### config.mk
export PLATFORM = sky130hd
export DESIGN_NAME = crypto_op_responder
export DESIGN_NICKNAME = d
export VERILOG_FILES = /design/src/rtl/crypto_pkg.sv /design/src/rtl/crypto_op_timer.sv /design/src/rtl/crypto_op_responder.sv
export SDC_FILE = /design/constraint.sdc
export NUM_CORES = 1
export LEC_CHECK = 0
export BUFFER_PORTS_ARGS = -buffer_cell sky130_fd_sc_hd__buf_4
export CORE_AREA = 2 2 214 216
export DETAILED_ROUTE_END_ITERATION = 10
export DIE_AREA = 0 0 216 218
export GPL_TIMING_DRIVEN = 0
export PLACE_DENSITY_LB_ADDON = 0.12
export SLEW_MARGIN = 20
export SYNTH_ARGS = -nofsm -noshare
export SYNTH_HDL_FRONTEND = slang
export SYNTH_SLANG_ARGS = --single-unit
### constraint.sdc
create_clock -name clk -period 13.5 [get_ports clk]
set_input_delay 2.025 -clock clk [delete_from_list [all_inputs] [get_ports clk]]
set_output_delay 2.025 -clock clk [all_outputs]
set_load 0.02 [all_outputs]
### src/rtl/crypto_pkg.sv
// Shared op codes, FSM state encoding and helpers for the crypto operation responder.
package crypto_pkg;

   localparam int NUM_ENGINES = 4;
   localparam int OPERAND_W   = 128;

   localparam logic [1:0] OP_RSA_E = 2'd0;
   localparam logic [1:0] OP_RSA_D = 2'd1;
   localparam logic [1:0] OP_AES_E = 2'd2;
   localparam logic [1:0] OP_AES_D = 2'd3;

   localparam logic [OPERAND_W-1:0] OPERAND_TERMINATOR = 128'd1;

   typedef enum logic [2:0] {
      IDLE,
      LAUNCH,
      WAIT,
      WRITE,
      HOLD
   } state_t;

   // Only meaningful when exactly one flag is set; the caller qualifies with a one-hot check.
   function automatic logic [1:0] op_from_flags(input logic [NUM_ENGINES-1:0] f);
      logic [1:0] op;
      op = OP_RSA_E;
      if (f[OP_RSA_D]) op = OP_RSA_D;
      if (f[OP_AES_E]) op = OP_AES_E;
      if (f[OP_AES_D]) op = OP_AES_D;
      return op;
   endfunction

   function automatic logic [NUM_ENGINES-1:0] op_onehot(input logic [1:0] op);
      return NUM_ENGINES'(1) << op;
   endfunction

endpackage

### src/rtl/crypto_op_timer.sv
// Engine watchdog: counts cycles while enabled, reports expiry at TIMEOUT_CYCLES-1.
module crypto_op_timer #(
   parameter int TIMEOUT_CYCLES = 4096
) (
   input  logic clk,
   input  logic reset,
   input  logic clear,
   input  logic enable,
   output logic expired
);

   localparam int CNT_W = (TIMEOUT_CYCLES > 1) ? $clog2(TIMEOUT_CYCLES) : 1;

   logic [CNT_W-1:0] count;

   always_ff @(posedge clk or posedge reset) begin
      if (reset) begin
         count <= '0;
      end else if (clear) begin
         count <= '0;
      end else if (enable && !expired) begin
         count <= count + 1'b1;
      end
   end

   assign expired = (count == CNT_W'(TIMEOUT_CYCLES - 1));

endmodule

### src/rtl/crypto_op_responder.sv
// Turns control-path op requests into engine starts, waits for completion, writes the
// engine result to result memory and holds the matching done level for the control path.
module crypto_op_responder
   import crypto_pkg::*;
#(
   parameter int ADDR_W         = 8,
   parameter int TIMEOUT_CYCLES = 4096
) (
   input  logic                   clk,
   input  logic                   reset,
   input  logic                   rsa_enc_flag,
   input  logic                   rsa_dec_flag,
   input  logic                   aes_enc_flag,
   input  logic                   aes_dec_flag,
   input  logic [127:0]           operand_in,
   input  logic                   new_data,
   output logic [3:0]             eng_start,
   output logic [127:0]           eng_operand,
   input  logic [3:0]             eng_done,
   input  logic [127:0]           eng_result,
   output logic                   rsa_encdone,
   output logic                   rsa_decdone,
   output logic                   aes_encdone,
   output logic                   aes_decdone,
   output logic                   result_wr_en,
   output logic [ADDR_W-1:0]      result_wr_addr,
   output logic [127:0]           result_wr_data,
   output logic                   busy,
   output logic                   err_multi,
   output logic                   err_timeout
);

   state_t                 state;
   logic [NUM_ENGINES-1:0] flags;
   logic [NUM_ENGINES-1:0] flags_prev;
   logic [NUM_ENGINES-1:0] flag_rise;
   logic [NUM_ENGINES-1:0] done_q;
   logic [1:0]             op_q;
   logic [1:0]             op_sel;
   logic [ADDR_W-1:0]      wr_ptr;
   logic                   req;
   logic                   multi;
   logic                   accept;
   logic                   expired;

   assign flags     = {aes_dec_flag, aes_enc_flag, rsa_dec_flag, rsa_enc_flag};
   assign flag_rise = flags & ~flags_prev;
   assign req       = (|flag_rise) || (new_data && (|flags));
   assign multi     = !$onehot0(flags);
   assign op_sel    = op_from_flags(flags);
   // A launchable request: a single flag and a real operand (not the stream terminator).
   assign accept    = $onehot(flags) && (operand_in != OPERAND_TERMINATOR);

   crypto_op_timer #(
      .TIMEOUT_CYCLES(TIMEOUT_CYCLES)
   ) u_timer (
      .clk    (clk),
      .reset  (reset),
      .clear  (state == LAUNCH),
      .enable (state == WAIT),
      .expired(expired)
   );

   always_ff @(posedge clk or posedge reset) begin
      if (reset) begin
         state          <= IDLE;
         flags_prev     <= '0;
         op_q           <= OP_RSA_E;
         wr_ptr         <= '0;
         done_q         <= '0;
         eng_start      <= '0;
         eng_operand    <= '0;
         result_wr_en   <= 1'b0;
         result_wr_addr <= '0;
         result_wr_data <= '0;
         busy           <= 1'b0;
         err_multi      <= 1'b0;
         err_timeout    <= 1'b0;
      end else begin
         flags_prev   <= flags;
         eng_start    <= '0;
         result_wr_en <= 1'b0;
         err_multi    <= 1'b0;
         err_timeout  <= 1'b0;

         case (state)
            IDLE: begin
               if (req) begin
                  if (multi) begin
                     err_multi <= 1'b1;
                  end else if (accept) begin
                     op_q        <= op_sel;
                     eng_operand <= operand_in;
                     eng_start   <= op_onehot(op_sel);
                     busy        <= 1'b1;
                     state       <= LAUNCH;
                  end
               end
            end

            LAUNCH: begin
               state <= WAIT;
            end

            // Engine completion wins over a timeout landing in the same cycle.
            WAIT: begin
               if (eng_done[op_q]) begin
                  result_wr_data <= eng_result;
                  result_wr_addr <= wr_ptr;
                  result_wr_en   <= 1'b1;
                  wr_ptr         <= wr_ptr + 1'b1;
                  state          <= WRITE;
               end else if (expired) begin
                  err_timeout <= 1'b1;
                  busy        <= 1'b0;
                  done_q      <= op_onehot(op_q);
                  state       <= HOLD;
               end
            end

            WRITE: begin
               busy   <= 1'b0;
               done_q <= op_onehot(op_q);
               state  <= HOLD;
            end

            // A dropped flag takes priority over a fresh operand arriving alongside it.
            HOLD: begin
               if (!flags[op_q]) begin
                  done_q <= '0;
                  state  <= IDLE;
               end else if (new_data) begin
                  if (multi) begin
                     err_multi <= 1'b1;
                  end else if (accept) begin
                     done_q      <= '0;
                     op_q        <= op_sel;
                     eng_operand <= operand_in;
                     eng_start   <= op_onehot(op_sel);
                     busy        <= 1'b1;
                     state       <= LAUNCH;
                  end
               end
            end

            default: begin
               done_q <= '0;
               busy   <= 1'b0;
               state  <= IDLE;
            end
         endcase
      end
   end

   assign rsa_encdone = done_q[OP_RSA_E];
   assign rsa_decdone = done_q[OP_RSA_D];
   assign aes_encdone = done_q[OP_AES_E];
   assign aes_decdone = done_q[OP_AES_D];

endmodule

==> metrics.md, run 1 <==
| Metric | Value |
|---|---|
| Vias per Instance | 4.35 |
| Initial Util | 0.272 |
| Clk_lat worst skew | 0.55 ns |
| Syn Nets | 1,359 |
| WL final | 42.3 mm |
| H-tree levels | 2 |
| Mean Syn Cell Area | 11.2 µm² |
| Worst Hold Slack | roughly 0.47 ns |
| Via Count | 9,987 |
| Overall Global Routing Usage | 0.176 |
| CTS Buf Count | 37 |
| Wire length on met2 | about 21 mm |
| Layout Utilization | 0.408 |
| CTS max path bufs | 3 |
| Peak VDD IR | 0.000143 V |
| Critical Path RT | 13.91 ns |
| Die Y | between 200 and 250 µm |
| CP endpoint kind | register |
| Cell area power density | roughly 250 nW/µm² |
| Cell Int Power | ~0.0027 W |
| Hold_buf cts | 0 |
| RD Place Congestion | 0.792 |
| Design Area, Final | 18,300 µm² |
| Worst setup path class | in -> reg |
| Reg clk slew, reported paths | approximately 0.060 ns |
| Largest net degree at the start of global routing | 97 |
| Slew HR | 0.428 |
| Dpl ws | 8.18 ns |
| Highest routed layer | met4 |
| Primary FF master, synth | dfrtp_1 |
| TritonRoute pass-1 iters | 7 |
| Sequential power share | 0.341 |
| Sequential cell area | ~7600 µm² |
| CTS resizes | 0 |
| Post-synth EDFFs | 0 |
| First-pass GRT wire length | 63.5 mm |
| Hpwl dp | 32.2 mm |
| Power share of the clock group | 0.216 |
| Max Clk Rate | 213 MHz |
| Layout area overhead | 50.0% |
| Port Buffers | 542 |
| RSZ-0062 raised after global routing | false |
| Gate Count Post-Synth | 1,085 |
| Initial antenna violation count | 1 |
| Hold Fails Final Rpt | 0 |
| Ratio of cells with drive above 1 in the final layout | 0.394 |
| Final WS setup | 8.80 ns |
| Met3 wire length | approximately 3.1 mm |
| Post-Layout Cell Count | around 2,300 |
| Worst slew pin tran | 0.858 ns |
| Combinational fraction of design power | 0.443 |
| Mapped Area | 12,200 µm² |
| Hold WC Path Type | reg -> reg |
| Rows | 78 |
| Width of the die | about 220 µm |
| Flop-to-flop setup slack | between 10 and 15 ns |
| Switch Pwr | 0.00181 W |
| Netlist cell types | 45 |
| Leakage | roughly 9 nW |
| Post-route minimum period | between 4 and 5 ns |
| Filler Cell Count | 4,539 |
| Placed Cells | 2,230 |
| Total I/O pin count | between 500 and 600 |
| Max Cap Violations | 0 |
| Multi-input logic area | 4210 µm² |
| Post-CTS setup buffer count | 0 |
| Clock net sink count | 305 |
| Nets | about 2,000 |
| Grt total ovfl | 0 |
| CTS tree | done |
| Antenna Violating Nets Remaining | 0 |
| Outcome | finished, final reports clean |
| Die Area | 47,100 µm² |
| Flops & latches, synth | 305 |
| Wl on met1 | about 17 mm |
| Fin. max-slew vios | 0 |
| DR DRC count | 0 |
| Synth async-reset ratio | 1.00 |
| YS warnings | 0 |
| Net Sw Frac | 0.397 |
| Root Driver | clkbuf_16 |
| Critical path fanouts, max | 10 |
| CP Data Arrival Time | 5.11 ns |
| Worst Skew | about 0.02 ns |
| Type of origin of the critical path | primary input |
| Final setup vio count | 0 |
| Final worst path period share | 0.348 |
| Sequential-to-total area share from yosys stat | 0.626 |
| DP Area | 17,100 µm² |
| 1st-iter DRT viols | 504 |
| Number of global-route vias before repair | approximately 10,000 |
| DR WL/cell | ~18 µm |
| Core Area | between 40,000 and 50,000 µm² |
==> per-stage QoR <==
stage	TNS, ns	total power, W
after floorplan	0	0.00262
after global placement	-380.63	0.00360
after detailed placement	0	0.00362
after CTS	0	0.00464
after global routing	0	0.00486
final	0	0.00455
==> worst max-delay path: stages <==
cell,delay [ns]
buf_4,0.13
inv_1,0.12
fa_1,0.43
inv_1,0.07
ha_1,0.17
inv_1,0.05
ha_1,0.27
nor4bb_1,0.45
inv_1,0.13
a211oi_2,0.45
buf_6,0.30
buf_8,0.18
mux2_1,0.33
==> layout by cell type, fill, tap and decap left out, drive strengths merged, types with 7 or more instances in the layout <==
| cell type | instances |
|---|---|
| xnor2 | 18 |
| mux2 | 131 |
| nor4 | 42 |
| buf | 564 |
| clkbuf | 92 |
| nand2 | 425 |
| nor2 | 19 |
| o21ai | 7 |
| nand4 | 14 |
| dfrtp | 305 |
| inv | 14 |
==> cell usage after synthesis, drive strengths merged (4+ instances only) <==
| master | n | area (µm²) |
|---|---|---|
| nand4 | 14 | 87.6 |
| nand2 | 425 | 1600 |
| nor4 | 42 | 282 |
| xnor2 | 18 | 158 |
| nor2b | 4 | 25.0 |
| inv | 12 | 45.0 |
| mux2 | 131 | 1480 |
| nand3 | 6 | 30.0 |
| nor4b | 4 | 35.0 |
| or2 | 4 | 25.0 |
| nor3 | 4 | 20.0 |
| o21ai | 7 | 35.0 |
| ha | 6 | 75.1 |
| clkbuf | 32 | 120 |
| nor2 | 19 | 71.3 |
| buf | 19 | 186 |
| dfrtp | 305 | 7630 |
==> layout make-up <==
type | count | area share
multi-input combinational | 716 | 0.230
tap | 600 | 0.0410
timing repair buffer | 545 | 0.227
clock inverter | 6 | 0.00342
antenna | 1 | 0.000137
sequential | 305 | 0.417
buffer | 51 | 0.0168
inverter | 13 | 0.00308
clock buffer | 60 | 0.0613
==> layer usage <==
| metal | global-route usage | vias up |
|---|---|---|
| li1 | - | 4755 |
| met1 | 0.217 | 4864 |
| met2 | 0.297 | 309 |
| met3 | 0.0552 | 59 |
| met4 | 0.0509 | 0 |
| met5 | 0 | - |
==> power groups by stage <==
| stage | combinational, W | clock, W | sequential, W |
|---|---|---|---|
| 6_report | 0.00202 | 0.000983 | 0.00155 |
| 3_5_place_dp | 0.00206 | 0 | 0.00156 |
| 5_1_grt | 0.00219 | 0.00106 | 0.00160 |
| 3_3_place_gp | 0.00204 | 0 | 0.00155 |
| 2_1_floorplan | 0.000612 | 0 | 0.00201 |
| 4_1_cts | 0.00206 | 0.00102 | 0.00156 |
==> registers in the layout, summed over array words and instances, names as in the netlist <==
name	cells
state	3
err_timeout	1
eng_start	4
result_wr_addr	8
wr_ptr	8
result_wr_data	128
result_wr_en	1
busy	1
flags_prev	4
eng_operand	128
done_q	4
err_multi	1
u_timer.count	12
op_q	2
==> path summary, 6_finish.rpt <==
check,from,endpoint,cells after the start
setup / recovery,rsa_dec_flag,eng_operand[6],13
hold / removal,result_wr_data[24],result_wr_data[24],2
setup reg to reg,op_q[0],eng_operand[6],8
hold reg to reg,result_wr_data[24],result_wr_data[24],2
max in group asynchronous,reset,result_wr_data[69],4
min in group asynchronous,reset,eng_operand[48],2
==> kinds of logic after synthesis <==
group	synth area share
AO/OA/AOI/OAI	0.0146
XOR/XNOR	0.0129
adder cells (fa/ha/maj)	0.00779
buffers and inverters	0.0291
flip-flops	0.626
multiplexers	0.125
AND/OR/NAND/NOR	0.185
(Power assumes the default switching activity.)
==> run 2: changes to the inputs <==
==> constraint.sdc (replaced) <==
create_clock -name clk -period 4.7 [get_ports clk]
set_input_delay 0.705 -clock clk [delete_from_list [all_inputs] [get_ports clk]]
set_output_delay 0.705 -clock clk [all_outputs]
set_load 0.02 [all_outputs]
==> run 2 against run 1 <==
Net effect:
- sequential share of layout area shrank 0.48 points
- worst hold slack lost 0.22 ns
- register-to-register slack lost 8.8 ns
- combinational power grew to 2.9 times the previous value
- via count shrank 0.20%
- final area grew 1.2%
- worst setup slack lost 7.4 ns
==> metrics.md, run 2 (synthesized netlist as in run 1, its figures left out) <==
| Metric | Value |
|---|---|
| Cell area power density | 713 nW/µm² (was 249 nW/µm²) |
| CTS Buf Count | 38 (was 37) |
| First-pass GRT wire length | 63.2 mm (was 63.5 mm) |
| Type of origin of the critical path | primary input (unchanged) |
| Via Count | 9,967 (was 9,987) |
| Critical path fanouts, max | 10 (unchanged) |
| Max Clk Rate | 302 MHz |
| Switch Pwr | 0.00519 W (was 0.00181 W) |
| Most frequent cells in the layout | buf_4 (542), nand2_1 (425), dfrtp_1 (305) (unchanged) |
| Clk_lat worst skew | 0.54 ns (was 0.55 ns) |
| H-tree levels | 2 (unchanged) |
| Nets | 1,952 (was 1,943) |
| Most common cell after layout, fill and taps aside | buf_4 (unchanged) |
| Fin. max-slew vios | 0 (unchanged) |
| Hold Fails Final Rpt | 0 (unchanged) |
| Layout area overhead | 51.7% (was 50.0%) |
| DR WL/cell | 18.2 µm (was 18.4 µm) |
| RD Place Congestion | 0.810 (was 0.792) |
| CTS tree | done (unchanged) |
| Final WS setup | 1.39 ns (was 8.80 ns) |
| CP max-delay cell | a211oi_2 (was nor4bb_1) |
| Outcome | finished, final reports clean (unchanged) |
| Post-route minimum period | roughly 3.3 ns |
| CP endpoint kind | register (unchanged) |
| Die Area | 47,100 µm² (unchanged) |
| Post-CTS setup buffer count | 0 (unchanged) |
| Ratio of cells with drive above 1 in the final layout | 0.398 (was 0.394) |
| Port Buffers | 542 (unchanged) |
| CTS max path bufs | 3 (unchanged) |
| Reg clk slew, reported paths | 0.06 ns (about the same) |
| Width of the die | 216 µm (unchanged) |
| Flop-to-flop setup slack | 1.86 ns (was 10.65 ns) |
| Critical Path RT | 5.11 ns (was 13.91 ns) |
| Biggest regs | eng_operand x128, result_wr_data x128, u_timer.count x12 (unchanged) |
| Max Cap Violations | 0 (unchanged) |
| Largest net degree at the start of global routing | 33 (was 97) |
| Net Sw Frac | 0.393 (was 0.397) |
| Hold_buf cts | 0 (unchanged) |
| Grt total ovfl | 0 (unchanged) |
| Leakage | 9.37 nW (was 9.27 nW) |
| Hold WC Path Type | in -> async (was reg -> reg) |
| Hpwl dp | 33.0 mm (was 32.2 mm) |
| Vias per Instance | 4.32 (was 4.35) |
| Worst slew pin tran | 0.905 ns (was 0.858 ns) |
| Initial Util | 0.272 (unchanged) |
| Rows | 78 (unchanged) |
| DR DRC count | 0 (unchanged) |
| Total I/O pin count | 543 (unchanged) |
| CP Data Arrival Time | 3.72 ns (was 5.11 ns) |
| Die Y | 218 µm (unchanged) |
| Reg2Reg Depth | 8 (unchanged) |
| Clock net sink count | 305 (unchanged) |
| Worst reg2reg startpoint | op_q[0] (unchanged) |
| WL final | 42.1 mm (was 42.3 mm) |
| Root Driver | clkbuf_16 (unchanged) |
| Slew HR | 0.391 (was 0.428) |
| 1st-iter DRT viols | 425 (was 504) |
| Power Total | 0.0132 W (was 0.00455 W) |
| Worst Skew | 0.0125 ns (was 0.0204 ns) |
| Worst path cell trace | buf_4, inv_1, fa_1, inv_1, ha_1, inv_1, ha_1, nor4bb_1, inv_1, a211oi_2, buf_6, buf_8, mux2_1 (unchanged) |
| Sequential power share | 0.337 (was 0.341) |
| Overall Global Routing Usage | 0.176 (about the same) |
| CP Launch Point | rsa_dec_flag (unchanged) |
| Final setup vio count | 0 (unchanged) |
| Peak VDD IR | 0.000296 V (was 0.000143 V) |
| Number of global-route vias before repair | 10,300 (was 10,400) |
| Worst r2r dst | eng_operand[118] (was eng_operand[6]) |
| Initial antenna violation count | 2 (was 1) |
| Combinational fraction of design power | 0.442 (was 0.443) |
| Worst setup path class | in -> reg (unchanged) |
| Cell mode on critical path | inv_1 (unchanged) |
| Power share of the clock group | 0.220 (was 0.216) |
| Core Area | 44,900 µm² (unchanged) |
| Worst Hold Slack | 0.253 ns (was 0.474 ns) |
| Cell Int Power | 0.00801 W (was 0.00274 W) |
| Antenna Violating Nets Remaining | 0 (unchanged) |
| TritonRoute pass-1 iters | 4 (was 7) |
| CTS resizes | 0 (unchanged) |
| RSZ-0062 raised after global routing | false (unchanged) |
| Final worst path period share | 0.704 |
| CP max stage delay | 0.46 ns (was 0.45 ns) |
| Dpl ws | 0.742 ns (was 8.18 ns) |
-- run 2: cell types whose count changed in the layout (fill, tap and decap cells not counted), sizes merged --
cell and change:
buf +8, bufinv +1, clkbuf -2, clkinv +3
clkinvlp +1, inv -2
-- run 2: layout make-up --
class / instances / area, µm²
timing repair buffer: 553 / 4300
buffer: 51 / 307
clock inverter: 9 / 98.8
inverter: 13 / 52.6
tap: 600 / 751
multi-input combinational: 716 / 4210
clock buffer: 58 / 1150
antenna: 1 / 2.50
fill: 4501 / 26400
sequential: 305 / 7630
-- run 2: worst max-delay path by stage --
stage / end / slack [ns] / cells past startpoint
6_report: eng_operand[118] / 1.39 / 13
5_1_grt: eng_operand[11] / 1.13 / 13
4_1_cts: eng_operand[118] / 1.30 / 13
3_5_place_dp: eng_operand[127] / 0.74 / 13
3_3_place_gp: eng_operand[57] / -2.37 / 2
2_1_floorplan: busy / -0.06 / 1
-- run 2: through the flow --
step | std cells | TNS (ns) | instance area (µm²) | utilization
global placement | 2227 | -709.64 | 17000 | 0.379
detailed placement | 2238 | 0 | 17300 | 0.384
global route | 2306 | 0 | 18500 | 0.412
floorplan | 1085 | -18.91 | 12200 | -
CTS | 2305 | 0 | 18500 | 0.412
finish | 2306 | 0 | 18500 | 0.412
-- run 2: power groups by stage --
stage | logic, W | clock network, W | registers, W
after floorplan | 0.00176 | 0 | 0.00578
after global placement | 0.00588 | 0 | 0.00445
after detailed placement | 0.00595 | 0 | 0.00448
after CTS | 0.00594 | 0.00302 | 0.00446
after global routing | 0.00632 | 0.00313 | 0.00461
final | 0.00584 | 0.00291 | 0.00445
-- run 2: worst max-delay path: cells and delay by family --
family	cells	cell delay (ns)
adder cells (fa/ha/maj)	3	0.87
AO/OA/AOI/OAI	1	0.46
multiplexers	1	0.34
AND/OR/NAND/NOR	1	0.37
buffers and inverters	7	0.97
-- run 2: routing by layer --
layer | vias to the layer above | track usage | routed length, µm
li1 | 4783 | - | -
met5 | - | 0 | 16
met3 | 54 | 0.0614 | 3280
met4 | 2 | 0.0502 | 895
met2 | 317 | 0.288 | 20500
met1 | 4811 | 0.219 | 17300
==> run 3: changes to the inputs <==
--- a/config.mk
+++ b/config.mk
@@ -5,10 +5,11 @@
 export SDC_FILE = /design/constraint.sdc
 export NUM_CORES = 1
 export LEC_CHECK = 0
+export ABC_AREA = 1
 export BUFFER_PORTS_ARGS = -buffer_cell sky130_fd_sc_hd__buf_4
-export CORE_AREA = 2 2 214 216
+export CORE_AREA = 2 2 211 213
 export DETAILED_ROUTE_END_ITERATION = 10
-export DIE_AREA = 0 0 216 218
+export DIE_AREA = 0 0 213 215
 export GPL_TIMING_DRIVEN = 0
 export PLACE_DENSITY_LB_ADDON = 0.12
 export SLEW_MARGIN = 20
==> constraint.sdc (replaced) <==
create_clock -name clk -period 3 [get_ports clk]
set_input_delay 0.45 -clock clk [delete_from_list [all_inputs] [get_ports clk]]
set_output_delay 0.45 -clock clk [all_outputs]
set_load 0.02 [all_outputs]
==> run 3 against run 2 <==
Net effect:
- area after synthesis is 8.7% higher
- die area is 2.7% lower
- sequential share of layout area is 2.3 points lower
- total power is 58% higher
- clock skew is 0.0026 ns lower
- cell count is 20% higher
- final area is 5.9% higher
- highest routed layer is now met4
==> metrics.md, run 3 <==
| Metric | Value |
|---|---|
| Hpwl dp | 34.7 mm (was 33.0 mm) |
| Nets | 2,424 (was 1,952) |
| Die Area | 45,800 µm² (was 47,100 µm²) |
| Yosys top cell area share | 0.575 (was 0.626) |
| Initial antenna violation count | 0 (was 2) |
| Primary FF master, synth | dfrtp_1 (unchanged) |
| Layout area overhead | 47.8% (was 51.7%) |
| Rows | 77 (was 78) |
| CTS resizes | 0 (unchanged) |
| Die Y | 215 µm (was 218 µm) |
| YS warnings | 0 (unchanged) |
| Cell area power density | 1060 nW/µm² (was 713 nW/µm²) |
| Most common cell after layout, fill and taps aside | nand2_1 (was buf_4) |
| Slew HR | 0.660 (was 0.391) |
| Post-CTS setup buffer count | 0 (unchanged) |
| Hold WC Path Type | in -> reg (was in -> async) |
| Synth async-reset ratio | 1.00 (unchanged) |
| WL final | 44.6 mm (was 42.1 mm) |
| Final worst path period share | 0.812 |
| Number of global-route vias before repair | 11,900 (was 10,300) |
| Type of origin of the critical path | primary input (unchanged) |
| Post-synth EDFFs | 0 (unchanged) |
| Post-route minimum period | 2.44 ns |
| Layout Utilization | 0.449 (was 0.412) |
| Worst setup path class | in -> reg (unchanged) |
| Critical Path RT | 3.47 ns (was 5.11 ns) |
| RD Place Congestion | 0.791 (was 0.810) |
| Core Area | 43,600 µm² (was 44,900 µm²) |
| Clk_lat worst skew | 0.54 ns (about the same) |
| Antenna Cells | 0 (was 1) |
| Count leader, synth | nand2_1 (unchanged) |
| DR WL/cell | 16.1 µm (was 18.2 µm) |
| Via Count | 12,000 (was 9,967) |
| CP Data Arrival Time | 2.91 ns (was 3.72 ns) |
| First-pass GRT wire length | 68.5 mm (was 63.2 mm) |
| Netlist cell types | 39 (was 45) |
| Fin. max-slew vios | 0 (unchanged) |
| CP endpoint kind | register (unchanged) |
| Mean Syn Cell Area | 8.53 µm² (was 11.2 µm²) |
| Biggest regs | eng_operand x128, result_wr_data x128, u_timer.count x12 (unchanged) |
| Initial Util | 0.304 (was 0.272) |
| Clock net sink count | 305 (unchanged) |
| Worst Skew | 0.00991 ns (was 0.0125 ns) |
| Top post-synthesis cells by count | nand2_1 (655), dfrtp_1 (305), inv_1 (130) (was nand2_1 (425), dfrtp_1 (305), mux2_1 (89)) |
| Grt total ovfl | 0 (unchanged) |
| Leakage | 10.8 nW (was 9.37 nW) |
| Power Total | 0.0208 W (was 0.0132 W) |
| RSZ-0062 raised after global routing | false (unchanged) |
| CTS max path bufs | 3 (unchanged) |
| Antenna Violating Nets Remaining | 0 (unchanged) |
| Top post-synthesis cells by area | dfrtp_1 (58%), nand2_1 (19%), inv_1 (3.7%), o21ai_2 (3.6%), nor2_1 (3.3%) (was dfrtp_1 (63%), nand2_1 (13%), mux2_1 (8.2%), mux2_2 (3.9%), nor4_1 (2.0%)) |
| DP Area | 18,300 µm² (was 17,300 µm²) |
| Overall Global Routing Usage | 0.193 (was 0.176) |
| Max Cap Violations | 0 (unchanged) |
| Outcome | finished, final reports clean (unchanged) |
| Total I/O pin count | 543 (unchanged) |
| Ratio of cells with drive above 1 in the final layout | 0.357 (was 0.398) |
| CTS tree | done (unchanged) |
| Mapped Area | 13,300 µm² (was 12,200 µm²) |
| Worst slew pin tran | 0.506 ns (was 0.905 ns) |
| Sequential-to-total area share from yosys stat | 0.575 (was 0.626) |
| Syn Nets | 1,829 (was 1,359) |
| Filler Cell Count | 4,436 (was 4,501) |
| CTS Buf Count | 38 (unchanged) |
| Max Clk Rate | between 400 and 500 MHz |
| Peak VDD IR | 0.000550 V (was 0.000296 V) |
| Reg clk slew, reported paths | 0.05 ns (was 0.06 ns) |
| Flops & latches, synth | 305 (unchanged) |
| H-tree levels | 2 (unchanged) |
| Synth area leader | dfrtp_1 (unchanged) |
| Gate Count Post-Synth | 1,555 (was 1,085) |
| Hold_buf cts | 1 (was 0) |
| Critical path fanouts, max | 10 (unchanged) |
| TritonRoute pass-1 iters | 5 (was 4) |
| Largest net degree at the start of global routing | 33 (unchanged) |
| Width of the die | 213 µm (was 216 µm) |
| Port Buffers | 542 (unchanged) |
| Design Area, Final | 19,600 µm² (was 18,500 µm²) |
| Final setup vio count | 0 (unchanged) |
| DR DRC count | 0 (unchanged) |
| Hold Fails Final Rpt | 0 (unchanged) |
| Root Driver | clkbuf_16 (unchanged) |
| Vias per Instance | 4.33 (was 4.32) |
| Most frequent cells in the layout | nand2_1 (655), buf_4 (548), dfrtp_1 (305) (was buf_4 (542), nand2_1 (425), dfrtp_1 (305)) |
| 1st-iter DRT viols | 580 (was 425) |
run 3: final cells by class:
| class | instances | area [µm²] | area share |
|---|---|---|---|
| buffer | 67 | 433 | 0.0221 |
| clock inverter | 5 | 53.8 | 0.00274 |
| tap | 592 | 741 | 0.0378 |
| multi-input combinational | 1043 | 4670 | 0.238 |
| inverter | 140 | 532 | 0.0271 |
| sequential | 305 | 7630 | 0.389 |
| timing repair buffer | 555 | 4330 | 0.221 |
| clock buffer | 62 | 1200 | 0.0615 |
run 3: power breakdown:
part	switching [W]	internal [W]
Clock	0.00181	0.00282
Combinational	0.00539	0.00373
Sequential	0.00107	0.00597
Total	0.00828	0.0125
run 3: metal layers:
metal,GRT usage,vias up,part of all wire
li1,-,5957,-
met1,0.241,5641,0.41
met2,0.321,326,0.48
met3,0.0587,68,0.074
met4,0.0576,0,0.028
met5,0,-,0
run 3: final timing paths:
check,start,endpoint,slack [ns],depth (start not counted)
max,rsa_dec_flag,eng_operand[18],0.56,16
min,rsa_enc_flag,flags_prev[0],0.04,1
max reg2reg,u_timer.count[0],u_timer.count[11],0.91,13
min reg2reg,wr_ptr[6],wr_ptr[6],0.47,1
max in group asynchronous,reset,result_wr_data[112],1.64,6
min in group asynchronous,reset,eng_operand[75],0.46,3
run 3: logic make-up (layout without fill, tap and decap cells):
| family | Yosys count | in the layout | share of synthesized area |
|---|---|---|---|
| buffers and inverters | 207 | 829 | 0.0724 |
| DFF | 305 | 305 | 0.575 |
| adders and majority gates | 7 | 7 | 0.00717 |
| AOI/OAI and AO/OA | 101 | 101 | 0.0554 |
| and+or+nand+nor | 928 | 928 | 0.285 |
| xor gates and xnor gates | 7 | 7 | 0.00462 |
run 3: per-stage QoR:
| step | setup WS (ns) | std cells | hold WS [ns] | TNS [ns] |
|---|---|---|---|---|
| 6_report | 0.564 | 2769 | 0.0428 | 0 |
| 5_1_grt | 0.338 | 2769 | 0.0144 | 0 |
| 4_1_cts | 0.552 | 2769 | 0.000968 | 0 |
| 3_5_place_dp | -0.00432 | 2701 | 0.459 | -0.00432 |
| 3_3_place_gp | -3.81 | 2689 | 0.457 | -1149.27 |
| 2_1_floorplan | -1.51 | 1555 | 0.442 | -459.63 |
run 3: critical path, cell delays in order:
cell	delay [ns]
buf_4	0.12
inv_1	0.13
fa_1	0.44
inv_1	0.07
ha_1	0.16
inv_1	0.05
ha_1	0.26
nor2_1	0.08
nand2_1	0.08
inv_1	0.06
nand3_1	0.13
nor2_1	0.23
buf_4	0.24
buf_2	0.23
nand3_1	0.10
nand2_1	0.07
